===== src/rtl/cargador_de_instrucciones_pkg.sv =====
// Shared definitions for the byte-serial instruction loader: FSM state
// encoding, protocol widths and the word-address helper.
package cargador_de_instrucciones_pkg;

    // Width of the big-endian word count that prefixes every session.
    localparam int LEN_WIDTH        = 16;
    // Bytes per instruction word and the derived widths.
    localparam int WORD_BYTES       = 4;
    localparam int WORD_BITS        = WORD_BYTES * 8;
    localparam int BYTE_INDEX_WIDTH = $clog2(WORD_BYTES);

    typedef logic [LEN_WIDTH-1:0] longitud_t;

    typedef enum logic [2:0] {
        IDLE   = 3'd0,
        LEN_HI = 3'd1,
        LEN_LO = 3'd2,
        BYTES  = 3'd3,
        WRITE  = 3'd4,
        DONE   = 3'd5,
        ERROR  = 3'd6
    } estado_t;

    // Byte address of word 'index' relative to 'base'; wraps in 32 bits.
    function automatic logic [31:0] word_address(input logic [31:0] base,
                                                 input longitud_t   index);
        return base + {{(32 - LEN_WIDTH - 2){1'b0}}, index, 2'b00};
    endfunction

endpackage


===== src/rtl/cargador_de_instrucciones_ensamblador_de_palabra.sv =====
// Big-endian word assembler: shifts stream bytes in from the low end so the
// first byte of a word ends up in the top byte lane.
module ensamblador_de_palabra
    import cargador_de_instrucciones_pkg::*;
(
    input  logic                        clk,
    input  logic                        reset,
    input  logic                        i_clear,
    input  logic                        i_shift,
    input  logic [7:0]                  i_byte,
    output logic [WORD_BITS-1:0]        o_word,
    output logic [BYTE_INDEX_WIDTH-1:0] o_index,
    output logic                        o_last_byte,
    output logic                        o_word_complete
);

    // The byte being shifted in this cycle completes the word.
    assign o_last_byte = (o_index == BYTE_INDEX_WIDTH'(WORD_BYTES - 1));

    // Shift register, byte index (wraps 3->0) and completion flag.
    always_ff @(posedge clk or negedge reset) begin
        if (!reset) begin
            o_word          <= '0;
            o_index         <= '0;
            o_word_complete <= 1'b0;
        end else if (i_clear) begin
            o_index         <= '0;
            o_word_complete <= 1'b0;
        end else if (i_shift) begin
            o_word          <= {o_word[WORD_BITS-9:0], i_byte};
            o_index         <= o_index + 1'b1;
            o_word_complete <= o_last_byte;
        end
    end

endmodule


===== src/rtl/cargador_de_instrucciones.sv =====
// Byte-serial program loader: takes a length-prefixed byte stream, writes
// big-endian instruction words into instruction memory one per WRITE cycle,
// and keeps the CPU held until a program has loaded successfully.
module cargador_de_instrucciones
    import cargador_de_instrucciones_pkg::*;
#(
    parameter logic [31:0] BASE_ADDRESS = 32'h0000_0000,
    parameter int          MAX_WORDS    = 256
) (
    input  logic        clk,
    input  logic        reset,
    input  logic        i_start,
    input  logic [7:0]  i_byte,
    input  logic        i_byte_valid,
    output logic        o_byte_ready,
    output logic        o_mem_write_enable,
    output logic [31:0] o_mem_address,
    output logic [31:0] o_mem_data,
    output logic        o_cpu_hold,
    output logic        o_done,
    output logic        o_error,
    output logic [15:0] o_words_loaded
);

    localparam logic [LEN_WIDTH:0] MAX_LEN = (LEN_WIDTH + 1)'(MAX_WORDS);

    estado_t                     state;
    estado_t                     next_state;
    longitud_t                   length;
    longitud_t                   length_next;
    logic                        accept;
    logic                        start_session;
    logic                        asm_clear;
    logic                        asm_shift;
    logic [WORD_BITS-1:0]        asm_word;
    logic [BYTE_INDEX_WIDTH-1:0] asm_index;
    logic                        asm_last_byte;
    logic                        asm_word_complete;

    // A byte moves only when both sides agree on the same edge.
    assign accept        = i_byte_valid & o_byte_ready;
    // i_start is honoured only when no session is in flight.
    assign start_session = i_start &&
                           (state == IDLE || state == DONE || state == ERROR);
    // Full count as it will be once the low byte lands this cycle.
    assign length_next   = {length[LEN_WIDTH-1:8], i_byte};
    assign asm_shift     = (state == BYTES) && accept;
    assign asm_clear     = start_session || (state == WRITE);

    ensamblador_de_palabra u_ensamblador (
        .clk             (clk),
        .reset           (reset),
        .i_clear         (asm_clear),
        .i_shift         (asm_shift),
        .i_byte          (i_byte),
        .o_word          (asm_word),
        .o_index         (asm_index),
        .o_last_byte     (asm_last_byte),
        .o_word_complete (asm_word_complete)
    );

    // State register.
    always_ff @(posedge clk or negedge reset) begin
        // NOTE: sequential state uses <= so every flop samples pre-edge values.
        if (!reset) state <= IDLE;
        else        state <= next_state;
    end

    // Session length, latched high byte first.
    always_ff @(posedge clk or negedge reset) begin
        if (!reset) begin
            length <= '0;
        end else if (accept && state == LEN_HI) begin
            length[LEN_WIDTH-1:8] <= i_byte;
        end else if (accept && state == LEN_LO) begin
            length[7:0] <= i_byte;
        end
    end

    // Words written this session; also the address offset of the next write.
    always_ff @(posedge clk or negedge reset) begin
        if (!reset)              o_words_loaded <= '0;
        else if (start_session)  o_words_loaded <= '0;
        else if (state == WRITE) o_words_loaded <= o_words_loaded + 1'b1;
    end

    // Next-state logic.
    always_comb begin
        // NOTE: default first so every path assigns and no latch is inferred.
        next_state = state;
        case (state)
            IDLE, DONE, ERROR: begin
                if (i_start) next_state = LEN_HI;
            end
            LEN_HI: begin
                if (accept) next_state = LEN_LO;
            end
            LEN_LO: begin
                if (accept) begin
                    if (length_next == '0)                    next_state = DONE;
                    else if ({1'b0, length_next} > MAX_LEN)   next_state = ERROR;
                    else                                      next_state = BYTES;
                end
            end
            BYTES: begin
                if (accept && asm_last_byte) next_state = WRITE;
            end
            WRITE: begin
                if (o_words_loaded + 1'b1 == length) next_state = DONE;
                else                                 next_state = BYTES;
            end
            default: next_state = IDLE;
        endcase
    end

    // Outputs decoded from the registered state.
    always_comb begin
        o_byte_ready       = (state == LEN_HI) || (state == LEN_LO) || (state == BYTES);
        o_mem_write_enable = (state == WRITE) && asm_word_complete;
        o_mem_data         = o_mem_write_enable ? asm_word : '0;
        o_mem_address      = word_address(BASE_ADDRESS, o_words_loaded);
        o_cpu_hold         = (state != DONE);
        o_done             = (state == DONE);
        o_error            = (state == ERROR);
    end

    // The index is consumed through asm_last_byte; keep it visible for debug.
    logic unused_index;
    assign unused_index = ^asm_index;

endmodule


===== config.mk =====
export PLATFORM = sky130hd
export DESIGN_NAME = cargador_de_instrucciones
export DESIGN_NICKNAME = d
export VERILOG_FILES = /design/src/rtl/cargador_de_instrucciones_pkg.sv /design/src/rtl/cargador_de_instrucciones_ensamblador_de_palabra.sv /design/src/rtl/cargador_de_instrucciones.sv
export SDC_FILE = /design/constraint.sdc
export NUM_CORES = 1
export LEC_CHECK = 0
export BUFFER_PORTS_ARGS = -buffer_cell sky130_fd_sc_hd__buf_2
export CAP_MARGIN = 20
export CORE_MARGIN = 1.5
export CORE_UTILIZATION = 46
export DETAILED_ROUTE_END_ITERATION = 8
export GPL_TIMING_DRIVEN = 0
export PLACE_DENSITY = 0.7
export SYNTH_ARGS = -nofsm -noshare
export SYNTH_HDL_FRONTEND = slang
export SYNTH_HIERARCHICAL = 1
export SYNTH_SLANG_ARGS = --single-unit
export TNS_END_PERCENT = 10

===== constraint.sdc =====
create_clock -name clk -period 4.5 [get_ports clk]
set_input_delay 0.225 -clock clk [delete_from_list [all_inputs] [get_ports clk]]
set_output_delay 0.225 -clock clk [all_outputs]
set_load 0.1 [all_outputs]

==> results of run 1 <==
-- layout make-up --
cell class	count	area, sq um	area share [%]
Buffer	56	403	8.03
Clock buffer	10	128	2.54
Clock inverter	6	71.3	1.42
Inverter	6	22.5	0.449
Multi-Input combinational cell	278	2100	41.9
Sequential cell	70	1750	34.9
Tap cell	108	135	2.69
Timing Repair Buffer	80	403	8.03
-- synth_stat cells, types with 2 or more instances --
cell | count | area, sq um
nor3b_1 | 2 | 15.0
inv_1 | 6 | 22.5
o31ai_1 | 4 | 30.0
nor2_1 | 25 | 93.8
buf_4 | 35 | 263
o22a_1 | 2 | 17.5
a21oi_1 | 10 | 50.1
nand4_1 | 6 | 37.5
a211oi_1 | 2 | 15.0
or3_1 | 3 | 18.8
nor3_1 | 7 | 35.0
mux2_4 | 30 | 450
nor2b_1 | 3 | 18.8
dfrtp_1 | 70 | 1750
and2_1 | 3 | 18.8
nor4_1 | 4 | 25.0
o21ai_0 | 13 | 65.1
buf_2 | 3 | 15.0
nand2b_1 | 3 | 18.8
a31oi_1 | 2 | 12.5
and4_1 | 2 | 17.5
nor4_2 | 2 | 25.0
ha_1 | 2 | 25.0
and3_1 | 34 | 213
buf_12 | 3 | 60.1
xor2_1 | 16 | 140
mux2i_1 | 2 | 20.0
nand3_1 | 9 | 45.0
a41oi_1 | 2 | 17.5
clkbuf_1 | 13 | 48.8
mux2_2 | 19 | 214
xnor2_1 | 11 | 96.3
nand2_1 | 19 | 71.3
-- how the worst min path moves through the flow --
stage                        startpoint                  endpoint  slack [ns]  cells past startpoint
2_1_floorplan                     reset                 length[0]       -0.07                      0
3_3_place_gp   u_ensamblador/o_word[27]  u_ensamblador/o_word[27]        0.49                      1
3_5_place_dp                      reset         o_words_loaded[5]        0.41                      1
4_1_cts                           reset         o_words_loaded[7]        0.04                      1
5_1_grt                           reset         o_words_loaded[7]        0.08                      1
6_report                          reset         o_words_loaded[5]       0.001                      1
-- power groups by stage --
stage               clock network (mW)  registers [mW]  logic (mW)
global route                     0.552            1.11        1.43
finish                           0.514            1.08        1.33
floorplan                            0            1.07        1.08
detailed placement                   0            1.09        1.32
CTS                              0.524            1.08        1.33
global placement                     0            1.08        1.29
-- cells by family after synthesis --
logic type / after synthesis / share of synthesized area [%]
buf+inv: 62 / 10.1
other cells: 1 / 0.0888
flops: 70 / 41.5
mux: 51 / 16.2
xor+xnor: 27 / 5.60
fa+ha+maj: 2 / 0.592
compound gates: 51 / 8.23
simple gates: 131 / 17.8
-- metal layers --
metal / wire length (um) / GRT usage (%) / vias to the layer above / share of wire, %
li1: - / - / 1571 / -
met1: 4750 / 31.2 / 1624 / 48
met2: 4610 / 30.9 / 99 / 46
met3: 443 / 2.41 / 7 / 4.5
met4: 134 / 8.79 / 0 / 1.3
met5: 0 / 0 / - / 0
-- registers in the layout, summed over array words and instances (netlist names) --
register / count
u_ensamblador/o_word_complete: 1
u_ensamblador/o_index: 2
length: 16
u_ensamblador/o_word: 32
state: 3
o_words_loaded: 16
-- stage by stage --
step           utilization, %  hold slack [ns]  setup WS (ns)  area [sq um]  std cells
2_1_floorplan               -          -0.0706           1.49          4280        410
3_3_place_gp             54.7            0.490           1.70          4820        598
3_5_place_dp             54.7            0.409           1.69          4820        598
4_1_cts                  57.0           0.0379           1.35          5020        614
5_1_grt                  57.0           0.0798           1.21          5020        614
6_report                 57.0          0.00121           1.35          5020        614
==> results.md, run 1 <==
* Comb power frac at 45.5%
* PortBufs at 80
* Post-synth ARST share at 100%
* Minimum clock period at 3.15 ns
* CTS buffer count at 9
* MaxCap Viol Count at 0
* Critical path, cell by cell: clkbuf_1 -> nor2_1 -> clkbuf_1 -> clkbuf_1 -> and3_1 -> buf_2
* TNS Setup at 0 ns
* Largest net degree at the start of global routing at 71
* RSZ-0062 raised after global routing: no
* Routed vias at 3301
* Sequential fraction of the synthesis area at 41.5%
* Nets at 515
* CTS Buffer Depth at 2
* Delay-heaviest family, CP: buffers and inverters
* Horiz. Die Dim at 98.8 um
* Core Rows at 34
* Commonest cells after routing, fill and taps aside: buf_2 (82), dfrtp_1 (70), buf_4 (36)
* Die Ht at 98.8 um
* Number of synthesized flops with an enable pin at 0
* WL/cell at 16.2 um
* Hold Buf Count CTS at 0
* Floorplan core area at 8810 sq um
* First-pass GRT wire length at 16.1 mm
* Worst Setup Path Type: reg2out
* Gpl congestion at 0.891
* Vias in the first global route at 3107
* Reg2reg end: u_ensamblador/o_word[3]
* Setup Buffers After CTS at 0
* Starting DRC count in detailed routing at 221
* Clock Skews at 0.0149 ns
* CP most frequent cell: clkbuf_1
* Die Footprint at 9770 sq um
* Min-Delay Path Class: in2async
* Cells after Synth at 395
* Overflow after GRT at 0
* Initial antenna violation count at 0
* Max-slew violations at 0
* Worst setup path endpoint: o_mem_data[28]
* Clock root buffer: clkbuf_8
* R2R depth at 9
* Leak Pwr at 2.60 nW
* CP arrival at 2.93 ns
* Synth Flop Type: dfrtp_1
* Critical Path Source: state[0]
* Starting Density at 48.0%
* H-tree depth at 3
* Clock group share of total power at 17.6%
* #FFs+latches synth at 70
* Switching fraction of total power at 40.7%
* Reg-to-reg slack, setup at 1.60 ns
* Most common cell after layout, fill and taps aside: buf_2
* Failing checks: design-rule violations
* Period utilization at 70.1%
* Overall power at 2.92 mW
* Pwr dens at 582 nW/um^2
* HPWL Detailed at 7.12 mm
* Status: complete, but fails checks
* Setup crit start kind: flop
* Max_slew headroom at 41.1%
* Post-Syn Area at 4230 sq um
* Crit. End Element: primary output
* # setup viols final at 0
* Post-CTS resize count at 0
* TritonCTS clock tree: done
* CP max stage delay at 0.55 ns
* Post-route DRC at 3
* Clock Latency Late Sink at 0.35 ns
* Fill cell count at 782
* CTS sink count at 70
* Seq pwr share at 36.9%
* Via-per-instance ratio at 5.38
* Syn Area/Cell at 10.7 sq um
* Critical path buffers and inverters at 4
* GRT Total Usage at 20.9%
* ANT nets after route at 0
* Peak VDD IR at 0.341 mV
* CP max stage cell: clkbuf_1
* Synth Warn # at 6
* CP required at 4.28 ns
* I/O pin cnt at 97
* Final Hold Viols at 0
* Unique masters post-synth at 61
* CTS clk-pin slew, worst paths at 0.08 ns
* Critical Path Stages at 6
* Worst-Margin Slew at 0.883 ns
* Pre-antenna DRT Iters at 7
* Drt total wl at 9.95 mm
* Layout area overhead at 18.8%
* Sw Pwr at 1.19 mW
* Maximum clock frequency at 317 MHz
* Internal power at 1.73 mW
* Reg2reg start: state[0]
* Antenna cell count at 0
* Worst Path Max Fanout at 10
* Share of post-route cells with drive strength above 1 at 38.9%
No activity file was read; power rests on OpenSTA's default activity.
==> inputs of run 2 (changes only) <==
Settings changed: ABC_AREA set to 1, PLACE_DENSITY 0.7 to 0.72.
Clock period 4.5 ns to 2.8 ns, I/O delays scaled along.
==> run 2 against run 1 <==
The flow now finishes without violations. First-iteration DRC count stayed put. Synthesized cell count grew 51%. Largest cell class unchanged. Wire length rose by 9.7%. Highest routed layer unchanged.
==> results.md, run 2 <==
* Status: complete, no violations (was complete, but fails checks)
* Syn Area/Cell at 7.28 sq um (was 10.7 sq um)
* Commonest cells after routing, fill and taps aside: nand2_1 (142), inv_1 (85), nand3_1 (71) (was buf_2 (82), dfrtp_1 (70), buf_4 (36))
* Die Footprint at 10000 sq um (was 9770 sq um)
* Util after Layout at 57.2% (was 57.0%)
* Top cells by count, synth: nand2_1 (143), inv_1 (86), nand3_1 (71), dfrtp_1 (70), nor2_1 (57) (was dfrtp_1 (70), buf_4 (35), and3_1 (34), mux2_4 (30), nor2_1 (25))
* CP most frequent cell: clkbuf_1 (unchanged)
* GRT Total Usage at 22.3% (was 20.9%)
* Met1 WL at 4.99 mm (was 4.75 mm)
* Largest reg by FF count: u_ensamblador/o_word (unchanged)
* Max-slew violations at 0 (unchanged)
* Fin area at 5260 sq um (was 5020 sq um)
* Max_slew headroom at 63.8% (was 41.1%)
* #FFs+latches synth at 70 (unchanged)
* Nets at 719 (was 515)
* Most frequent cell after synthesis: nand2_1 (was dfrtp_1)
* Cells after Synth at 597 (was 395)
* Via-per-instance ratio at 5.02 (was 5.38)
* Leak Pwr at 2.85 nW (was 2.60 nW)
* Detailed-routed wire length on met2 at 5.10 mm (was 4.61 mm)
* Core Rows at 35 (was 34)
* Routed wl met3 at 679 um (was 443 um)
* Post-synth top area cell: dfrtp_1 (unchanged)
* Initial antenna violation count at 0 (unchanged)
* Crit. End Element: primary output (unchanged)
* First-pass GRT wire length at 17.9 mm (was 16.1 mm)
* Clock Latency Late Sink at 0.35 ns (about the same)
* Horiz. Die Dim at 100 um (was 98.8 um)
* Period utilization at 93.8%
* Vias in the first global route at 3836 (was 3107)
* PortBufs at 80 (unchanged)
* HPWL Detailed at 7.99 mm (was 7.12 mm)
* Worst hold stages at 3
* Number of synthesized flops with an enable pin at 0 (unchanged)
* Worst-Margin Slew at 0.543 ns (was 0.883 ns)
* Area occupied by multi-input gates at 1910 sq um (was 2100 sq um)
* Starting DRC count in detailed routing at 221 (unchanged)
* Most common cell after layout, fill and taps aside: nand2_1 (was buf_2)
* Reg2reg start: state[2] (was state[0])
* CTS Buffer Depth at 2 (unchanged)
* CP required at 2.66 ns (was 4.28 ns)
* Setup Slack @ Placement at 0.199 ns (was 1.69 ns)
* Reg2reg end: u_ensamblador/o_word[15] (was u_ensamblador/o_word[3])
* CTS sink count at 70 (unchanged)
* Setup crit start kind: flop (unchanged)
* Overflow after GRT at 0 (unchanged)
* Post-Syn Area at 4340 sq um (was 4230 sq um)
* CTS clk-pin slew, worst paths at 0.08 ns (about the same)
* Peak VDD IR at 0.435 mV (was 0.341 mV)
* Largest net degree at the start of global routing at 71 (unchanged)
* Post-route DRC at 0 (was 3)
* MaxCap Viol Count at 0 (unchanged)
* Minimum clock period at 2.63 ns
* Min-Delay Path Class: in2reg (was in2async)
* CTS buffer count at 9 (unchanged)
* Worst Setup Path Type: reg2out (unchanged)
* TritonCTS clock tree: done (unchanged)
* Drt total wl at 10.9 mm (was 9.95 mm)
* Pwr dens at 911 nW/um^2 (was 582 nW/um^2)
* Setup Buffers After CTS at 0 (unchanged)
* R2R depth at 10 (was 9)
* Starting Density at 47.2% (was 48.0%)
* Routed vias at 4118 (was 3301)
* Share of the synthesized area in the top cell type at 40.3% (was 41.5%)
* Final Hold Viols at 0 (unchanged)
* Maximum clock frequency at 381 MHz
* Sequential fraction of the synthesis area at 40.3% (was 41.5%)
* Register area at 1750 sq um (unchanged)
* CP max stage delay at 0.43 ns (was 0.55 ns)
* Gpl congestion at 0.846 (was 0.891)
* Overall power at 4.79 mW (was 2.92 mW)
* Hold Worst Slack at 0.0396 ns (was 0.00121 ns)
* Worst Hold Endpoint: u_ensamblador/o_word[3]
* Floorplan core area at 9200 sq um (was 8810 sq um)
* Synth Flop Type: dfrtp_1 (unchanged)
* Clock Skews at 0.00994 ns (was 0.0149 ns)
* Fin worst setup slack at 0.175 ns (was 1.35 ns)
* CP max stage cell: buf_2 (was clkbuf_1)
* Die Ht at 100 um (was 98.8 um)
* Unique masters post-synth at 31 (was 61)
* Reg-to-reg slack, setup at 0.40 ns (was 1.60 ns)
* Synth top area cells: dfrtp_1 (40%), nand2_1 (12%), nand3_1 (8.2%), inv_1 (7.4%), buf_4 (6.6%) (was dfrtp_1 (41%), mux2_4 (11%), buf_4 (6.2%), mux2_2 (5.1%), and3_1 (5.0%))
* RSZ-0062 raised after global routing: no (unchanged)
* Antenna cell count at 0 (unchanged)
* TNS Setup at 0 ns (unchanged)
* Share of post-route cells with drive strength above 1 at 26.4% (was 38.9%)
* Clock root buffer: clkbuf_8 (unchanged)
* Max reg flops at 32 (unchanged)
* Largest registers: u_ensamblador/o_word x32, length x16, o_words_loaded x16 (unchanged)
* Worst Path Max Fanout at 10 (unchanged)
* Layout area overhead at 21.1% (was 18.8%)
* Inst Count DP at 804 (was 598)
* Fill cell count at 859 (was 782)
* CP arrival at 2.49 ns (was 2.93 ns)
* ANT nets after route at 0 (unchanged)
* Min-delay src: i_byte[3]
* Post-Layout Cell Count at 820 (was 614)
* # setup viols final at 0 (unchanged)
* I/O pin cnt at 97 (unchanged)
* Post-synth ARST share at 100% (unchanged)
* Pre-antenna DRT Iters at 5 (was 7)
* Critical path, cell by cell: clkbuf_1 -> nand2_2 -> inv_2 -> nand2_1 -> clkbuf_1 -> nor2_1 -> buf_2 (was clkbuf_1 -> nor2_1 -> clkbuf_1 -> clkbuf_1 -> and3_1 -> buf_2)
* Top Layer Used: met4 (unchanged)
* Synth Warn # at 6 (unchanged)
* Placed Area at 4970 sq um (was 4820 sq um)
* WL/cell at 13.3 um (was 16.2 um)
* H-tree depth at 3 (unchanged)
## run 2: cell count changes after synthesis, moves of 10 or more
cell     delta
xor2_1     -14
mux2_2     -19
nand3_1    +62
mux2_4     -30
o21ai_0    +21
nor2_1     +32
nand2_2    +32
and3_1     -34
nand2_1   +124
inv_1      +80
xnor2_1    -10
## run 2: cell families after synthesis
kind of cell / after synthesis / synth area share (%)
other: 1 / 0.0863
AO/OA/AOI/OAI: 43 / 5.10
AND/OR/NAND/NOR: 337 / 35.7
flip-flops: 70 / 40.3
XOR/XNOR: 4 / 1.12
buffers and inverters: 140 / 17.1
adder cells (fa/ha/maj): 2 / 0.576
## run 2: area by class of cell
| type | count | area share, % |
|---|---|---|
| plain buffers | 52 | 7.80 |
| clock buffers | 9 | 2.36 |
| clock inverters | 6 | 1.67 |
| inverters | 88 | 6.33 |
| multi-input cells | 402 | 36.3 |
| flip-flops and latches | 70 | 33.3 |
| well taps | 111 | 2.64 |
| repair buffers | 82 | 9.56 |
## run 2: worst max-delay path: cells and delay by family, from the launching register on
family / cells / cell delay (ns)
AND/OR/NAND/NOR: 3 / 0.60
buffers and inverters: 4 / 1.21
flip-flops: 1 / 0.32
## run 2: how the worst max path moves through the flow
stage,startpoint,endpoint,slack (ns),depth (start not counted)
after global routing,state[2],o_mem_data[29],0.02,7
final,state[2],o_mem_data[14],0.17,7
after global placement,state[2],o_mem_data[29],0.28,7
after detailed placement,state[2],o_mem_data[29],0.20,7
after CTS,state[2],o_mem_data[9],0.003,7
after floorplan,state[2],o_cpu_hold,-0.19,4
## run 2: repair_timing
item / in CTS / in global routing
setup endpoints to repair: 30 / 30
resized for setup: 18 / 9
hold endpoints to repair: 70 / 0
hold buffers: 1 / 0
## run 2: metal layers
layer  vias up  global-route usage [%]
met1      1934                    31.6
met5         -                       0
met3        13                    2.65
li1       2033                       -
met4         0                    7.58
met2       138                    35.6
## run 2: power breakdown
group          internal, mW  switching, mW  total (mW)
combinational         0.637           1.50        2.13
sequential             1.38          0.376        1.76
clock                 0.497          0.401       0.898
total                  2.52           2.27        4.79
==> inputs of run 3 (changes only) <==
Settings changed: PLACE_DENSITY 0.72 to 0.7.
Clock period 2.8 ns to 2.55 ns, I/O delays scaled along.
==> run 3 against run 2 <==
First-iteration DRC count increased by 24%. Cell count unchanged. Non-clock buffer count decreased by 1. Critical path depth unchanged. Clock-buffer cell count increased by 1. Wire length decreased by 3.0%. Critical path type unchanged.
==> results.md, run 3 (synthesis gave the netlist of run 2 again) <==
* CTS Buffer Depth at 2 (unchanged)
* Critical Path Stages at 7 (unchanged)
* Setup crit start kind: flop (unchanged)
* HPWL Detailed at 7.85 mm (was 7.99 mm)
* MaxCap Viol Count at 0 (unchanged)
* Floorplan core area at 9200 sq um (unchanged)
* Hold Worst Slack at 0.0302 ns (was 0.0396 ns)
* H-tree depth at 3 (unchanged)
* Clock Skews at 0.0123 ns (was 0.00994 ns)
* Final Hold Viols at 0 (unchanged)
* Commonest cells after routing, fill and taps aside: nand2_1 (141), inv_1 (85), nand3_1 (71) (was nand2_1 (142), inv_1 (85), nand3_1 (71))
* Most common cell after layout, fill and taps aside: nand2_1 (unchanged)
* Horiz. Die Dim at 100 um (unchanged)
* Minimum clock period at 2.36 ns
* Layout area overhead at 21.3% (was 21.1%)
* Largest reg by FF count: u_ensamblador/o_word (unchanged)
* Fill cell count at 889 (was 859)
* Largest net degree at the start of global routing at 52 (was 71)
* Core Rows at 35 (unchanged)
* Clock root buffer: clkbuf_8 (unchanged)
* Reg2reg end: u_ensamblador/o_word[2] (was u_ensamblador/o_word[15])
* CTS clk-pin slew, worst paths at 0.09 ns (was 0.08 ns)
* Vias in the first global route at 3680 (was 3836)
* Initial antenna violation count at 0 (unchanged)
* Max reg flops at 32 (unchanged)
* Post-route DRC at 0 (unchanged)
* Worst setup path endpoint: o_mem_data[29] (was o_mem_data[14])
* Worst-Margin Slew at 0.539 ns (was 0.543 ns)
* Leak Pwr at 2.85 nW (about the same)
* Share of post-route cells with drive strength above 1 at 26.9% (was 26.4%)
* ANT nets after route at 0 (unchanged)
* Setup Buffers After CTS at 0 (unchanged)
* Clock Latency Late Sink at 0.36 ns (was 0.35 ns)
* Delay-heaviest family, CP: buffers and inverters (unchanged)
* Critical path buffers and inverters at 3 (was 4)
* R2R depth at 10 (unchanged)
* Antenna cell count at 0 (unchanged)
* TNS Setup at 0 ns (unchanged)
* Drt total wl at 10.6 mm (was 10.9 mm)
* Critical Path Source: state[1] (was state[2])
* Largest registers: u_ensamblador/o_word x32, length x16, o_words_loaded x16 (unchanged)
* Util after Layout at 57.3% (was 57.2%)
* Overall power at 5.17 mW (was 4.79 mW)
* GRT Total Usage at 21.8% (was 22.3%)
* Worst Path Max Fanout at 10 (unchanged)
* CTS buffer count at 9 (unchanged)
* Peak VDD IR at 0.599 mV (was 0.435 mV)
* CP max stage cell: dfrtp_1 (was buf_2)
* Crit. End Element: primary output (unchanged)
* Via-per-instance ratio at 5.02 (about the same)
* Starting Density at 47.2% (unchanged)
* Critical path, cell by cell: nor2_1 -> nand2_2 -> inv_2 -> nand2_2 -> clkbuf_2 -> nor2_1 -> buf_4 (was clkbuf_1 -> nand2_2 -> inv_2 -> nand2_1 -> clkbuf_1 -> nor2_1 -> buf_2)
* Gpl congestion at 0.852 (was 0.846)
* Overflow after GRT at 0 (unchanged)
* Min-Delay Path Class: in2reg (unchanged)
* RSZ-0062 raised after global routing: no (unchanged)
* CTS sink count at 70 (unchanged)
* Max_slew headroom at 64.1% (was 63.8%)
* First-pass GRT wire length at 17.3 mm (was 17.9 mm)
* Pwr dens at 981 nW/um^2 (was 911 nW/um^2)
* WL/cell at 12.9 um (was 13.3 um)
* Maximum clock frequency at 423 MHz
* Register area at 1750 sq um (unchanged)
* Die Ht at 100 um (unchanged)
* # setup viols final at 0 (unchanged)
* Worst Setup Path Type: reg2out (unchanged)
* Status: complete, no violations (unchanged)
* TritonCTS clock tree: done (unchanged)
* Starting DRC count in detailed routing at 273 (was 221)
* Reg2reg start: state[1] (was state[2])
* Reg-to-reg slack, setup at 0.21 ns (was 0.40 ns)
* Period utilization at 92.7%
* CP arrival at 2.24 ns (was 2.49 ns)
* Fin area at 5270 sq um (was 5260 sq um)
* CP required at 2.42 ns (was 2.66 ns)
* Placed Area at 4970 sq um (unchanged)
* Area occupied by multi-input gates at 1910 sq um (about the same)
* Nets at 718 (was 719)
* I/O pin cnt at 97 (unchanged)
* Max-slew violations at 0 (unchanged)
* Die Footprint at 10000 sq um (unchanged)
* PortBufs at 80 (unchanged)
* Pre-antenna DRT Iters at 5 (unchanged)
* CP max stage delay at 0.43 ns (about the same)
* Routed vias at 4119 (was 4118)
run 3: changes by cell type in the layout (fill, tap and decap cells not counted):
cell	change
buf_2	-5
buf_4	+11
buf_6	+2
bufinv_16	-1
clkbuf_1	-3
clkbuf_2	+3
clkbuf_4	-8
clkinv_2	-2
clkinvlp_4	+2
inv_6	+1
nand2_1	-1
nand2_2	+1
run 3: power by group:
group / leakage, nW / total, mW / switching (mW) / internal, mW
clock network: 0.0931 / 0.929 / 0.470 / 0.459
logic: 1.83 / 2.30 / 1.61 / 0.697
registers: 0.928 / 1.94 / 0.418 / 1.52
total: 2.85 / 5.17 / 2.49 / 2.68
run 3: area by class of cell:
cell class	count	share of cell area [%]
Buffer	51	7.79
Clock buffer	10	2.42
Clock inverter	6	1.35
Inverter	88	6.32
Multi-Input combinational cell	402	36.3
Sequential cell	70	33.2
Tap cell	111	2.64
Timing Repair Buffer	82	9.93
run 3: what timing repair did:
| item | 4_1_cts | 5_1_grt |
|---|---|---|
| endpoints found under the setup margin | 33 | 30 |
| hold buffers | 1 | 0 |
| gates resized for setup | 32 | 9 |
| hold endpoints to repair | 19 | 0 |
run 3: worst min-delay path, stage by stage:
cell and delay (ns):
buf_2 0.09, nand3_1 0.07, nand2_1 0.06
run 3: per-layer routing:
layer / vias to the layer above / share of wire (%) / GRT usage [%]
li1: 2036 / - / -
met1: 1925 / 47 / 30.6
met2: 143 / 45 / 33.5
met3: 15 / 6.7 / 4.46
met4: 0 / 1.4 / 7.48
met5: - / 0 / 0
run 3: worst min-delay path by stage:
stage               slack [ns]  depth (start not counted)                 endpoint  startpoint
global route              0.05                          3  u_ensamblador/o_word[1]   i_byte[1]
finish                    0.03                          3  u_ensamblador/o_word[1]   i_byte[1]
floorplan                -0.17                          0                length[0]       reset
CTS                       0.02                          3  u_ensamblador/o_word[1]   i_byte[1]
global placement          0.38                          3  u_ensamblador/o_word[1]   i_byte[1]
detailed placement        0.04                          1        o_words_loaded[3]       reset
run 3: through the flow:
step	setup WS (ns)	instances
detailed placement	0.0239	804
global placement	0.0533	803
floorplan	-0.427	612
finish	0.187	820
CTS	0.0146	820
global route	0.0269	820
